**src/rtl/cfg_reg_bank_pkg.sv**
```systemverilog
// Shared definitions for the configuration register bank: transaction FSM
// state encoding used by the top level.
package cfg_reg_pkg;

  localparam int STATE_W = 2;

  typedef enum logic [STATE_W-1:0] {
    IDLE     = 2'd0,
    ACK      = 2'd1,
    WAIT_REL = 2'd2
  } state_t;

endpackage

```
**src/rtl/cfg_reg_bank_if.sv**
```systemverilog
// Request/acknowledge bus between a configuration master and the register
// bank. The master raises sel_en and holds it until it has seen ack.
interface cfg_reg_bank_if #(
  parameter int DATA_W = 8,
  parameter int ADDR_W = 8
) ();

  logic              sel_en;
  logic              wr_rd_s;
  logic [ADDR_W-1:0] addr;
  logic [DATA_W-1:0] wr_data;
  logic [DATA_W-1:0] rd_data;
  logic              ack;
  logic              err;

  modport master (
    output sel_en, wr_rd_s, addr, wr_data,
    input  rd_data, ack, err
  );

  modport slave (
    input  sel_en, wr_rd_s, addr, wr_data,
    output rd_data, ack, err
  );

endinterface

```
**src/rtl/cfg_reg_bank_cell.sv**
```systemverilog
// One configuration register: DATA_W flops with a load enable, reset to
// RST_VAL. Read-only registers are built from this cell with load tied low.
module cfg_reg_cell #(
  parameter int                 DATA_W  = 8,
  parameter logic [DATA_W-1:0]  RST_VAL = '0
) (
  input  logic              clk,
  input  logic              rst_n,
  input  logic              load,
  input  logic [DATA_W-1:0] d,
  output logic [DATA_W-1:0] q
);

  // Hold the register value; load new data when enabled.
  // NOTE: these are a handful of config flops, not a RAM macro, so giving them
  // an async reset is cheap and guarantees the datapath sees RST_VAL at once.
  always_ff @(posedge clk or negedge rst_n) begin
    if (!rst_n) begin
      q <= RST_VAL;
    end else if (load) begin
      // NOTE: non-blocking so every flop samples pre-edge values regardless
      // of the order in which always_ff blocks are evaluated.
      q <= d;
    end
  end

endmodule

```
**src/rtl/cfg_reg_bank.sv**
```systemverilog
// Parametrised configuration register bank. A registered request/ack FSM
// serves one read or write per sel_en assertion and flags illegal accesses
// (out-of-range address, write to a read-only register) with err. All
// register contents are exported on mem_out, with a one-cycle upd strobe
// for each register that was written.
module cfg_reg_bank
  import cfg_reg_pkg::*;
#(
  parameter int                     DATA_W     = 8,
  parameter int                     ADDR_W     = 8,
  parameter int                     NUM_OF_REG = 4,
  parameter logic [DATA_W-1:0]      RST_VAL    = '0,
  parameter logic [NUM_OF_REG-1:0]  RO_MASK    = '0
) (
  input  logic                                 clk,
  input  logic                                 rst_n,
  cfg_reg_bank_if.slave                        bus,
  output logic [NUM_OF_REG-1:0][DATA_W-1:0]    mem_out,
  output logic [NUM_OF_REG-1:0]                upd
);

  state_t                  state;
  logic                    ack_q;
  logic                    err_q;
  logic [DATA_W-1:0]       rd_data_q;

  logic [NUM_OF_REG-1:0]   sel_vec;
  logic [DATA_W-1:0]       rd_mux;
  logic                    addr_ok;
  logic                    ro_hit;
  logic                    wr_ok;
  logic                    bad_access;
  logic                    wr_fire;

  // Address decode at full ADDR_W width: one-hot select and read mux.
  // NOTE: defaults first so every path assigns every output -- no latches.
  always_comb begin
    sel_vec = '0;
    rd_mux  = '0;
    for (int i = 0; i < NUM_OF_REG; i++) begin
      if (bus.addr == ADDR_W'(i)) begin
        sel_vec[i] = 1'b1;
        rd_mux     = mem_out[i];
      end
    end
  end

  // An address matching no register is out of range; no wrap is possible.
  assign addr_ok    = |sel_vec;
  assign ro_hit     = |(sel_vec & RO_MASK);
  assign wr_ok      = bus.wr_rd_s && addr_ok && !ro_hit;
  assign bad_access = !addr_ok || (bus.wr_rd_s && ro_hit);
  assign wr_fire    = (state == IDLE) && bus.sel_en && wr_ok;

  // Register storage; read-only entries can never load and keep RST_VAL.
  for (genvar i = 0; i < NUM_OF_REG; i++) begin : g_reg
    if (RO_MASK[i]) begin : g_ro
      cfg_reg_cell #(.DATA_W(DATA_W), .RST_VAL(RST_VAL)) u_cell (
        .clk   (clk),
        .rst_n (rst_n),
        .load  (1'b0),
        .d     (bus.wr_data),
        .q     (mem_out[i])
      );
    end else begin : g_rw
      cfg_reg_cell #(.DATA_W(DATA_W), .RST_VAL(RST_VAL)) u_cell (
        .clk   (clk),
        .rst_n (rst_n),
        .load  (wr_fire && sel_vec[i]),
        .d     (bus.wr_data),
        .q     (mem_out[i])
      );
    end
  end

  // Transaction FSM with registered ack/err/rd_data/upd; accepts a request
  // only in IDLE, so a held sel_en produces a single transaction.
  always_ff @(posedge clk or negedge rst_n) begin
    if (!rst_n) begin
      state     <= IDLE;
      ack_q     <= 1'b0;
      err_q     <= 1'b0;
      rd_data_q <= '0;
      upd       <= '0;
    end else begin
      ack_q     <= 1'b0;
      err_q     <= 1'b0;
      rd_data_q <= '0;
      upd       <= '0;
      case (state)
        IDLE: begin
          if (bus.sel_en) begin
            state     <= ACK;
            ack_q     <= 1'b1;
            err_q     <= bad_access;
            rd_data_q <= (!bus.wr_rd_s && addr_ok) ? rd_mux : '0;
            upd       <= wr_ok ? sel_vec : '0;
          end
        end
        ACK:      state <= bus.sel_en ? WAIT_REL : IDLE;
        WAIT_REL: if (!bus.sel_en) state <= IDLE;
        default:  state <= IDLE;
      endcase
    end
  end

  assign bus.ack     = ack_q;
  assign bus.err     = err_q;
  assign bus.rd_data = rd_data_q;

endmodule

```
**src/flat_wrapper.sv**
```systemverilog
// flat-port wrapper written by rule: the top's interface ports become plain ports
module cfg_reg_bank_flat import cfg_reg_pkg::*;
#(
  parameter int                     DATA_W     = 8,
  parameter int                     ADDR_W     = 8,
  parameter int                     NUM_OF_REG = 4,
  parameter logic [DATA_W-1:0]      RST_VAL    = '0,
  parameter logic [NUM_OF_REG-1:0]  RO_MASK    = '0
)
  (clk, rst_n, mem_out, upd, bus_sel_en, bus_wr_rd_s, bus_addr, bus_wr_data, bus_rd_data, bus_ack, bus_err);
  cfg_reg_bank_if #(.DATA_W(DATA_W), .ADDR_W(ADDR_W)) bus_i ();
  input  logic clk;
  input  logic rst_n;
  output logic [NUM_OF_REG-1:0][DATA_W-1:0] mem_out;
  output logic [NUM_OF_REG-1:0] upd;
  input wire logic [$bits(bus_i.sel_en)-1:0] bus_sel_en;
  input wire logic [$bits(bus_i.wr_rd_s)-1:0] bus_wr_rd_s;
  input wire logic [$bits(bus_i.addr)-1:0] bus_addr;
  input wire logic [$bits(bus_i.wr_data)-1:0] bus_wr_data;
  output wire logic [$bits(bus_i.rd_data)-1:0] bus_rd_data;
  output wire logic [$bits(bus_i.ack)-1:0] bus_ack;
  output wire logic [$bits(bus_i.err)-1:0] bus_err;
  assign bus_i.sel_en = bus_sel_en;
  assign bus_i.wr_rd_s = bus_wr_rd_s;
  assign bus_i.addr = bus_addr;
  assign bus_i.wr_data = bus_wr_data;
  assign bus_rd_data = bus_i.rd_data;
  assign bus_ack = bus_i.ack;
  assign bus_err = bus_i.err;
  cfg_reg_bank #(.DATA_W(DATA_W), .ADDR_W(ADDR_W), .NUM_OF_REG(NUM_OF_REG), .RST_VAL(RST_VAL), .RO_MASK(RO_MASK)) u_core (.clk(clk), .rst_n(rst_n), .bus(bus_i), .mem_out(mem_out), .upd(upd));
endmodule
```
**config.mk**
```make
export PLATFORM = sky130hd
export DESIGN_NAME = cfg_reg_bank_flat
export DESIGN_NICKNAME = d
export VERILOG_FILES = /design/src/rtl/cfg_reg_bank_pkg.sv /design/src/rtl/cfg_reg_bank_if.sv /design/src/rtl/cfg_reg_bank_cell.sv /design/src/rtl/cfg_reg_bank.sv /design/src/flat_wrapper.sv
export SDC_FILE = /design/constraint.sdc
export NUM_CORES = 1
export LEC_CHECK = 0
export ABC_AREA = 1
export CORE_MARGIN = 2
export CORE_UTILIZATION = 45
export CTS_CLUSTER_DIAMETER = 40
export DETAILED_ROUTE_END_ITERATION = 7
export PLACE_DENSITY_LB_ADDON = 0.08
export SETUP_SLACK_MARGIN = 0.5
export SYNTH_ARGS = -nofsm -noshare
export SYNTH_HDL_FRONTEND = slang
export SYNTH_SLANG_ARGS = --single-unit
export TNS_END_PERCENT = 100
```
**constraint.sdc**
```tcl
create_clock -name clk -period 2.2 [get_ports clk]
set_clock_uncertainty 0.15 [all_clocks]
set_input_delay 0.44 -clock clk [delete_from_list [all_inputs] [get_ports clk]]
set_output_delay 0.44 -clock clk [all_outputs]
set_load 0.1 [all_outputs]
```
==> results of run 1 <==
==> state kept, by name, indices dropped and copies added, names as in the netlist <==
register,flops
u_core.g.g_rw.u_cell.q,32
u_core.bus.rd_data,8
u_core.bus.ack,1
u_core.bus.err,1
u_core.upd,4
u_core.state,2
==> layer usage <==
| layer | wire length [um] | GRT usage [%] | vias to the layer above |
|---|---|---|---|
| met5 | 0 | 0 | - |
| met3 | 499 | 6.29 | 11 |
| met4 | 116 | 9.72 | 0 |
| li1 | - | - | 1068 |
| met2 | 3260 | 40.4 | 111 |
| met1 | 2890 | 35.0 | 1074 |
==> final timing paths <==
kind / cells past startpoint / start / slack (ns) / endpoint
max reg2reg: 7 / u_core.state[1]$_DFFE_PN0P_ / 0.61 / u_core.g_reg[0].g_rw.u_cell.q[4]$_DFFE_PN0P_
max: 7 / bus_wr_rd_s / 0.56 / u_core.g_reg[0].g_rw.u_cell.q[4]$_DFFE_PN0P_
max in group asynchronous: 3 / rst_n / 0.86 / u_core.bus.rd_data[2]$_DFF_PN0_
min reg2reg: 1 / u_core.state[0]$_DFFE_PN0P_ / 0.32 / u_core.state[1]$_DFFE_PN0P_
min in group asynchronous: 2 / rst_n / 0.51 / u_core.g_reg[0].g_rw.u_cell.q[7]$_DFFE_PN0P_
min: 3 / bus_sel_en / 0.29 / u_core.state[1]$_DFFE_PN0P_
==> stage by stage <==
stage	TNS [ns]	cells	total power, mW	setup slack [ns]	hold slack (ns)
3_3_place_gp	0	412	1.14	0.00345	0.299
3_5_place_dp	-0.275	412	1.15	-0.0363	0.309
5_1_grt	0	443	1.73	0.514	0.316
2_1_floorplan	0	266	1.05	0.524	-0.00559
4_1_cts	0	437	1.66	0.503	0.325
6_report	0	443	1.66	0.562	0.287
==> logic make-up after synthesis <==
family                 count (synthesis)  synth area share [%]
DFF                                   48                  53.1
buffers and inverters                 31                  7.08
and+or+nand+nor                      165                  34.9
AOI/OAI and AO/OA                     22                  4.87
==> where the power goes <==
| part | total (mW) | switching [mW] | leakage (nW) | internal, mW |
|---|---|---|---|---|
| clock network | 0.501 | 0.285 | 0.0410 | 0.217 |
| registers | 0.906 | 0.00966 | 0.645 | 0.896 |
| logic | 0.256 | 0.175 | 1.18 | 0.0816 |
| total | 1.66 | 0.469 | 1.87 | 1.19 |
==> cell usage after synthesis <==
cell      count
a21oi_1       9
buf_2         2
buf_4         2
buf_6         3
buf_8         1
clkinv_1      1
dfrtp_1      48
inv_1        21
inv_2         1
nand2_1     103
nand2_2       1
nand2_4       1
nand2_8       1
nand3_1       8
nand3_2       2
nand4_1      17
nor2_1       14
nor2_2        5
nor2_4        4
nor2_8        1
o21ai_0      13
or2_0         1
or2_2         7
==> worst min-delay path, cell delays in order <==
cell,delay (ns)
dlymetal6s2s_1,0.14
o21ai_0,0.08
a21oi_1,0.04
==> what timing repair did <==
action,CTS,global route
endpoints found under the setup margin,45,39
gates cloned,4,0
endpoints found under the hold margin,22,0
hold buffers,1,0
pin swaps,13,11
buffers inserted,13,6
gates resized for setup,36,26
==> layout make-up <==
cell class | instances | area, um^2
fillers | 401 | 1370
flip-flops and latches | 48 | 1200
inverters | 23 | 90.1
clock buffers | 6 | 72.6
repair buffers | 108 | 942
well taps | 67 | 83.8
clock inverters | 1 | 5.00
multi-input cells | 189 | 1020
repair inverters | 1 | 7.51
==> summary.md, run 1 <==
| Metric | Value |
|---|---|
| Syn Area/Cell | `8.50 um^2` |
| Max Root-Sink Buffers | `2` |
| Vias per cell | `5.11` |
| CP arrival | `1.68 ns` |
| # diodes | `0` |
| Final count of pins violating max slew | `0` |
| Pwr Density | `486 mW/mm^2` |
| Die Area | `0.00561 mm^2` |
| Post-Synthesis Cells | `266` |
| Number of library cell types mapped by synthesis | `23` |
| Most frequent cells in the layout | `nand2_1, buf_4, dfrtp_1` |
| Top cell by count, worst path | `nand2_1` |
| Pin count of the biggest net entering global routing | `27` |
| Placer Congestion | `0.842` |
| Initial DRC count | `213` |
| Num rows | `25` |
| Max Clock Freq | `0.611 GHz` |
| Worst-path cell chain | `clkdlybuf4s50_1, inv_1, nor2_4, buf_12, nand3_4, nand2_1, nand2_1` |
| Tmin final | `1.64 ns` |
| Synth Cell Area | `0.00226 mm^2` |
| Layout cells sized above 1 | `37.8%` |
| Number of max-cap violations | `0` |
| DR DRC count | `0` |
| TritonCTS Sinks | `48` |
| Lkg Pwr | `1.87 nW` |
| Flops & latches, synth | `48` |
| Crit Path Class | `in2reg` |
| Post-route cell area | `0.00342 mm^2` |
| Initial cell density of the core | `47.2%` |
| Layout area overhead | `51.2%` |
| Worst rel slew slack | `62.7%` |
| CTS tree | `done` |
| H-tree Lvls | `2` |
| Ranking of synthesized cells by area | `dfrtp_1, nand2_1, nand4_1` |
| Seq/Total Area, Yosys | `53.1%` |
| Avg WL per Cell | `15.3 um` |
| Hold Crit Class | `in2reg` |
| Critical Path Sink Type | `flip-flop` |
| CTS root buffer | `clkbuf_8` |
| Drt first pass iters | `4` |
| GRT overflow | `0` |
| Yosys top cell area share | `53.1%` |
| First-pass GRT wire length | `10600 um` |
| Nets@finish | `396` |
| Fin util | `71.5%` |
| Final Hold Vio Count | `0` |
| Die Wd | `74.9 um` |
| Dpl hpwl | `4200 um` |
| Core Region | `0.00479 mm^2` |
| Status | `finished clean` |
| Tot GR Track Use | `25.8%` |
| Max IR drop VDD | `0.000445 V` |
| Port Buffers | `65` |
| CP max-delay cell | `clkdlybuf4s50_1` |
| RSZ-0062 raised after global routing | `false` |
| Die H | `74.9 um` |
| WL final | `6770 um` |
| Setup-failing EPs final | `0` |
| Max FO, Critical Path | `5` |
| Vias in the first global route | `2158` |
| Clock transition at the registers of the reported paths | `0.08 ns` |
| CP Launch Type | `input pin` |
| Initial antenna violation count | `0` |
| Syn nets | `286` |
| CP bufs+invs | `3` |
| Synth Warn # | `0` |
| Post-synth top area cell | `dfrtp_1` |
| Clock Latency Late Sink | `0.30 ns` |
| Kind of cell adding the most delay to the critical path | `buffers and inverters` |
| DR vias | `2264` |
| CTS Buf Count | `5` |
| Fin crit share | `74.4%` |
| Cell Area, Placed | `0.00298 mm^2` |
| DRT antenna net count | `0` |
| Ports | `66` |
| Commonest non-fill, non-tap cell in the layout | `nand2_1` |
| Slowest stage delay, CP | `0.48 ns` |
| Slew @ Worst Pin | `0.559 ns` |
| Critical Path RT | `2.25 ns` |
Power figures use the tool's default switching activity.
==> run 2: changes to the inputs <==
- clock period: 2.2 -> 1.6 ns (I/O delays scaled with it)
==> run 2 against run 1 <==
The flow now finishes with violations (DRC, setup timing). Die area unchanged. Count of clock-buffer cells in the layout did not move. Sequential cell count unchanged. Core utilization grew 22 points. Worst hold slack better by 0.072 ns. Routed wire length increased by 65%. Non-clock buffer count grew 19. Sequential share of layout area decreased by 4.7 points. Cell count up 5.2%. Critical endpoint is now u_core.bus.rd_data[3]$_DFF_PN0_. Largest cell class is now non-clock buffers.
==> summary.md, run 2 (synthesis gave the netlist of run 1 again) <==
| Metric | Value |
|---|---|
| Status | `finished with violations` |
| Failing checks | `DRC, setup timing` |
| Combinational share of power | `18.1% (+2.7 points)` |
| Critical Path RT | `1.69 ns (-0.56 ns)` |
| Drt first pass iters | `8 (+4)` |
| Max Clock Freq | `0.601 GHz` |
| Crit Path Class | `reg2reg` |
| Final count of pins violating max slew | `0 (unchanged)` |
| Initial antenna violation count | `0 (unchanged)` |
| Cell Area, Placed | `0.00378 mm^2 (+27%)` |
| Final WS setup | `-0.0642 ns (-0.626 ns)` |
| Hold Crit Class | `in2async` |
| Largest register FFs | `32 (unchanged)` |
| Register share of total power | `49.5% (-5.0 points)` |
| Critical Path Sink Type | `flip-flop` |
| Pwr Density | `568 mW/mm^2 (+17%)` |
| Placer Congestion | `0.838 (-0.38%)` |
| CP Launch Type | `flip-flop` |
| Most frequent cells in the layout | `nand2_1, buf_12, buf_4, dfrtp_4, inv_1` |
| NetSw | `771 uW (+64%)` |
| Dpl hpwl | `4660 um (+11%)` |
| TritonCTS Sinks | `48 (unchanged)` |
| DR vias | `2866 (+27%)` |
| Post-route cell area | `0.00449 mm^2 (+31%)` |
| Die Area | `0.00561 mm^2 (unchanged)` |
| CP arrival | `1.76 ns (+0.08 ns)` |
| Ports | `66 (unchanged)` |
| Die H | `74.9 um (unchanged)` |
| Initial cell density of the core | `47.2% (unchanged)` |
| First-pass GRT wire length | `13700 um (+29%)` |
| Layout cells sized above 1 | `58.1% (+20 points)` |
| Initial DRC count | `463 (+120%)` |
| Max FO, Critical Path | `8 (+3)` |
| CTS Buf Count | `5 (unchanged)` |
| # diodes | `0 (unchanged)` |
| Commonest non-fill, non-tap cell in the layout | `nand2_1` |
| Clk pwr share | `32.4% (+2.3 points)` |
| DRT antenna net count | `0 (unchanged)` |
| Vias per cell | `6.15 (+20%)` |
| Port Buffers | `65 (unchanged)` |
| Vias in the first global route | `2682 (+24%)` |
| Avg WL per Cell | `23.9 um (+57%)` |
| Max IR drop VDD | `0.000603 V (+35%)` |
| Clock transition at the registers of the reported paths | `0.11 ns (+0.03 ns)` |
| Layout area overhead | `98.7%` |
| Worst rel slew slack | `79.9% (+17 points)` |
| Sw frac | `30.2% (+2.0 points)` |
| GRT overflow | `0 (unchanged)` |
| RSZ-0062 raised after global routing | `true` |
| Slew @ Worst Pin | `0.299 ns (-0.261 ns)` |
| Tot GR Track Use | `33.8% (+7.9 points)` |
| Fin util | `93.9% (+22 points)` |
| Largest Register | `u_core.g.g_rw.u_cell.q` |
| Pin count of the biggest net entering global routing | `49 (+81%)` |
| Tmin final | `1.66 ns` |
| Fin crit share | `104%` |
| Nets@finish | `418 (+5.6%)` |
| Final Hold Vio Count | `0 (unchanged)` |
| CTS root buffer | `clkbuf_8` |
| Core Region | `0.00479 mm^2 (unchanged)` |
| H-tree Lvls | `2 (unchanged)` |
| DR DRC count | `1 (+1)` |
| Lkg Pwr | `2.08 nW (+11%)` |
| Die Wd | `74.9 um (unchanged)` |
| WL final | `11200 um (+65%)` |
| Max Root-Sink Buffers | `2 (unchanged)` |
| Num rows | `25 (unchanged)` |
| Number of max-cap violations | `0 (unchanged)` |
| Setup-failing EPs final | `1 (+1)` |
| P_int | `1.78 mW (+49%)` |
| Area of the multi-input gates | `0.00114 mm^2 (+12%)` |
| Clock Latency Late Sink | `0.32 ns (+0.02 ns)` |
| Fillcell total | `137 (-66%)` |
| CTS tree | `done` |
| Sequential Area | `0.00137 mm^2 (+14%)` |
-- run 2: changes by cell type in the layout (fill, tap and decap cells not counted), moves of 4 or more --
cell      change
o21ai_0       -5
buf_2         +4
nor2_2        +5
dfrtp_4      +44
buf_6         +4
nor2_1        -5
nand2_1      -10
nand2_2       +7
buf_12       +48
dfrtp_1      -44
clkbuf_2      -8
buf_4        -28
-- run 2: repair_timing --
action                     in CTS  in global routing
gates resized for setup        60                 37
hold buffers                    1                  0
setup endpoints to repair      91                 91
setup buffers                  40                  5
gates cloned                    4                  2
hold endpoints to repair       48                  0
pin swaps                      14                 19
-- run 2: routing by layer --
| layer | vias up | GRT usage [%] | wire length [um] |
|---|---|---|---|
| met3 | 115 | 6.43 | 1150 |
| met5 | - | 0 | 0 |
| met4 | 0 | 16.9 | 1020 |
| li1 | 1111 | - | - |
| met2 | 299 | 57.8 | 5380 |
| met1 | 1341 | 40.6 | 3600 |
-- run 2: power by group through the flow --
stage | clock network [mW] | logic (mW) | registers [mW]
2_1_floorplan | 0 | 0.0683 | 1.39
3_3_place_gp | 0 | 0.366 | 1.29
3_5_place_dp | 0 | 0.373 | 1.29
4_1_cts | 0.779 | 0.419 | 1.26
5_1_grt | 0.867 | 0.478 | 1.27
6_report | 0.826 | 0.461 | 1.26
-- run 2: path summary, 6_finish.rpt --
path                                                  start  depth (start not counted)                                      endpoint  slack (ns)
min in group clk                u_core.state[0]$_DFFE_PN0P_                          1                   u_core.state[1]$_DFFE_PN0P_        0.36
worst min-delay path                                  rst_n                          3  u_core.g_reg[0].g_rw.u_cell.q[2]$_DFFE_PN0P_        0.36
worst min register to register  u_core.state[0]$_DFFE_PN0P_                          1                   u_core.state[1]$_DFFE_PN0P_        0.36
max in group asynchronous                             rst_n                          3               u_core.bus.rd_data[7]$_DFF_PN0_        0.65
worst max-delay path            u_core.state[1]$_DFFE_PN0P_                          7               u_core.bus.rd_data[3]$_DFF_PN0_       -0.06
worst max register to register  u_core.state[1]$_DFFE_PN0P_                          7               u_core.bus.rd_data[3]$_DFF_PN0_       -0.06
-- run 2: through the flow --
| step | cells | hold WS [ns] | total power [mW] | worst slack [ns] | TNS, ns |
|---|---|---|---|---|---|
| floorplan | 266 | -0.126 | 1.46 | 0.143 | 0 |
| global placement | 406 | 0.169 | 1.66 | -0.404 | -15.61 |
| detailed placement | 406 | 0.176 | 1.66 | -0.449 | -17.56 |
| CTS | 459 | 0.306 | 2.46 | 0.109 | 0 |
| global route | 466 | 0.385 | 2.61 | -0.0952 | -0.566 |
| finish | 466 | 0.359 | 2.55 | -0.0642 | -0.0642 |
-- run 2: area by class of cell --
cell class / instances / share of cell area (%)
Multi-Input combinational cell: 191 / 25.3
Tap cell: 67 / 1.87
Inverter: 23 / 2.37
Sequential cell: 48 / 30.4
Clock buffer: 6 / 1.84
Timing Repair Buffer: 127 / 37.6
Clock inverter: 2 / 0.306
Timing Repair inverter: 2 / 0.362
-- run 2: worst max-delay path, cell delays in order, from the launching register on --
cell     delay (ns)
dfrtp_1        0.40
nor2_2         0.13
nand2_2        0.09
buf_4          0.16
nor2_2         0.14
buf_6          0.18
nand3_1        0.18
nor2_2         0.16
==> run 3: changes to the inputs <==
- PLACE_DENSITY: not set -> 0.77
- PLACE_DENSITY_LB_ADDON: 0.08 -> not set
- SETUP_SLACK_MARGIN: 0.5 -> 0.2
==> run 3 against run 2 <==
Critical path depth rose by 1. Highest routed layer unchanged. Power rose by 8.1%. Critical path type is now in2reg. Core utilization rose by 0.71 points. Combinational power rose by 5.2%. The flow finishes with violations (setup timing). Via count rose by 1.5%.
==> summary.md, run 3 (synthesis gave the netlist of run 1 again) <==
| Metric | Value |
|---|---|
| R2R depth | `8 (+1)` |
| Initial antenna violation count | `0 (unchanged)` |
| Largest register FFs | `32 (unchanged)` |
| Pwr Density | `609 mW/mm^2 (+7.3%)` |
| DR DRC count | `0 (-1)` |
| DR vias | `2908 (+1.5%)` |
| Crit Path Class | `in2reg` |
| Placer Congestion | `0.809 (-3.5%)` |
| Max Clock Freq | `0.600 GHz (-0.19%)` |
| CP arrival | `1.72 ns (-0.04 ns)` |
| Critical Path RT | `1.65 ns (-0.04 ns)` |
| Finished Layout Cells | `466 (unchanged)` |
| DRT antenna net count | `0 (unchanged)` |
| Max FO, Critical Path | `5 (-3)` |
| Largest Register | `u_core.g.g_rw.u_cell.q` |
| Pin count of the biggest net entering global routing | `32 (-35%)` |
| Number of max-cap violations | `0 (unchanged)` |
| Worst Setup SP | `bus_addr[3]` |
| Power, Total | `2.76 mW (+8.1%)` |
| Placed Cells | `409 (+0.74%)` |
| Die H | `74.9 um (unchanged)` |
| Clock transition at the registers of the reported paths | `0.11 ns (about the same)` |
| Clock Latency Late Sink | `0.32 ns (about the same)` |
| Status | `finished with violations` |
| Cell Area, Placed | `0.00364 mm^2 (-3.6%)` |
| Ports | `66 (unchanged)` |
| Fin crit share | `104% (+0.20 points)` |
| Dpl hpwl | `4730 um (+1.5%)` |
| Commonest non-fill, non-tap cell in the layout | `nand2_1` |
| Fin util | `94.6% (+0.71 points)` |
| CTS tree | `done` |
| GRT overflow | `0 (unchanged)` |
| Layout area overhead | `100%` |
| Failing checks | `setup timing` |
| Fillcell total | `134 (-2.2%)` |
| Initial DRC count | `516 (+11%)` |
| Die Area | `0.00561 mm^2 (unchanged)` |
| WL final | `11900 um (+6.9%)` |
| Final TNS setup | `-0.358 ns (-0.294 ns)` |
| Critical Path Sink Type | `flip-flop` |
| CP Launch Type | `input pin` |
| Final count of pins violating max slew | `0 (unchanged)` |
| First-pass GRT wire length | `13500 um (-1.6%)` |
| Final Hold Vio Count | `0 (unchanged)` |
| Setup WS pre-CTS | `-0.533 ns (-0.0836 ns)` |
| Avg WL per Cell | `25.6 um (+6.9%)` |
| CTS Buf Count | `5 (unchanged)` |
| Most frequent cells in the layout | `nand2_1, buf_12, buf_4` |
| Core Region | `0.00479 mm^2 (unchanged)` |
| TritonCTS Sinks | `48 (unchanged)` |
| Final WS setup | `-0.0674 ns (-0.00321 ns)` |
| Tot GR Track Use | `32.8% (-0.92 points)` |
| Port Buffers | `65 (unchanged)` |
| Nets@finish | `418 (unchanged)` |
| Die Wd | `74.9 um (unchanged)` |
| Setup-failing EPs final | `12 (+11)` |
| CTS root buffer | `clkbuf_8` |
| # diodes | `0 (unchanged)` |
| Lkg Pwr | `2.16 nW (+3.9%)` |
| Num rows | `25 (unchanged)` |
| Tmin final | `1.67 ns (+0.00321 ns)` |
| Slew @ Worst Pin | `0.488 ns (+0.190 ns)` |
| Layout cells sized above 1 | `57.9% (-0.25 points)` |
| Hold Crit Class | `in2async` |
| RR Endpoint | `u_core.g_reg[0].g_rw.u_cell.q[4]$_DFFE_PN0P_` |
| Max Root-Sink Buffers | `2 (unchanged)` |
| WHS | `0.333 ns (-0.0264 ns)` |
| Reg2Reg Setup Slack | `-0.05 ns (about the same)` |
| Initial cell density of the core | `47.2% (unchanged)` |
| Drt first pass iters | `8 (unchanged)` |
| Post-route cell area | `0.00453 mm^2 (+0.75%)` |
| RSZ-0062 raised after global routing | `true` |
| Worst r2r src | `u_core.state[1]$_DFFE_PN0P_` |
| Max IR drop VDD | `0.000536 V (-11%)` |
| Worst rel slew slack | `67.4% (-12 points)` |
| Vias per cell | `6.24 (+1.5%)` |
| Vias in the first global route | `2630 (-1.9%)` |
| H-tree Lvls | `2 (unchanged)` |
run 3: cell count changes in the layout (fill, tap and decap cells not counted), sizes merged:
| cell | change |
|---|---|
| dlymetal6s2s | +1 |
| clkbuf | +6 |
| bufinv | +1 |
| clkdlybuf4s50 | -1 |
| buf | -5 |
| inv | -2 |
run 3: how the worst max path moves through the flow:
stage                                                    to  slack, ns
5_1_grt        u_core.g_reg[0].g_rw.u_cell.q[4]$_DFFE_PN0P_      -0.12
4_1_cts        u_core.g_reg[0].g_rw.u_cell.q[6]$_DFFE_PN0P_       0.08
3_3_place_gp   u_core.g_reg[0].g_rw.u_cell.q[1]$_DFFE_PN0P_      -0.45
3_5_place_dp   u_core.g_reg[0].g_rw.u_cell.q[6]$_DFFE_PN0P_      -0.53
6_report                    u_core.bus.rd_data[7]$_DFF_PN0_      -0.07
2_1_floorplan  u_core.g_reg[2].g_rw.u_cell.q[2]$_DFFE_PN0P_       0.14
run 3: layout make-up:
| class | count | area, um^2 | area share [%] |
|---|---|---|---|
| Multi-Input combinational cell | 191 | 1220 | 27.0 |
| Inverter | 23 | 101 | 2.24 |
| Sequential cell | 48 | 1240 | 27.3 |
| Clock buffer | 7 | 96.3 | 2.13 |
| Tap cell | 67 | 83.8 | 1.85 |
| Clock inverter | 1 | 30.0 | 0.663 |
| Timing Repair inverter | 2 | 12.5 | 0.276 |
| Timing Repair Buffer | 127 | 1740 | 38.5 |
run 3: critical path, stage by stage:
cell        delay (ns)
clkbuf_2          0.11
nor2_4            0.20
nand2_2           0.10
nor2_4            0.28
clkinvlp_4        0.22
or2_2             0.32
nand3_1           0.12
nor2_1            0.06
run 3: report_power, final:
part / switching, mW / internal (mW) / total, mW
logic: 0.296 / 0.189 / 0.485
registers: 0.0236 / 1.23 / 1.26
clock network: 0.463 / 0.553 / 1.02
total: 0.782 / 1.98 / 2.76
run 3: repair_timing:
item	in CTS	in global routing
hold buffers	1	0
pin swaps	25	23
endpoints found under the hold margin	17	0
gates cloned	6	1
gates resized for setup	61	61
setup endpoints to repair	53	72
setup buffers	17	24
run 3: per-layer routing:
metal	global-route usage [%]	part of all wire [%]	wire (um)	up-vias
met3	8.30	10	1190	123
met5	0	0	0	-
met4	18.1	9.0	1080	0
met1	39.2	33	3970	1370
li1	-	-	-	1117
met2	54.3	48	5680	298
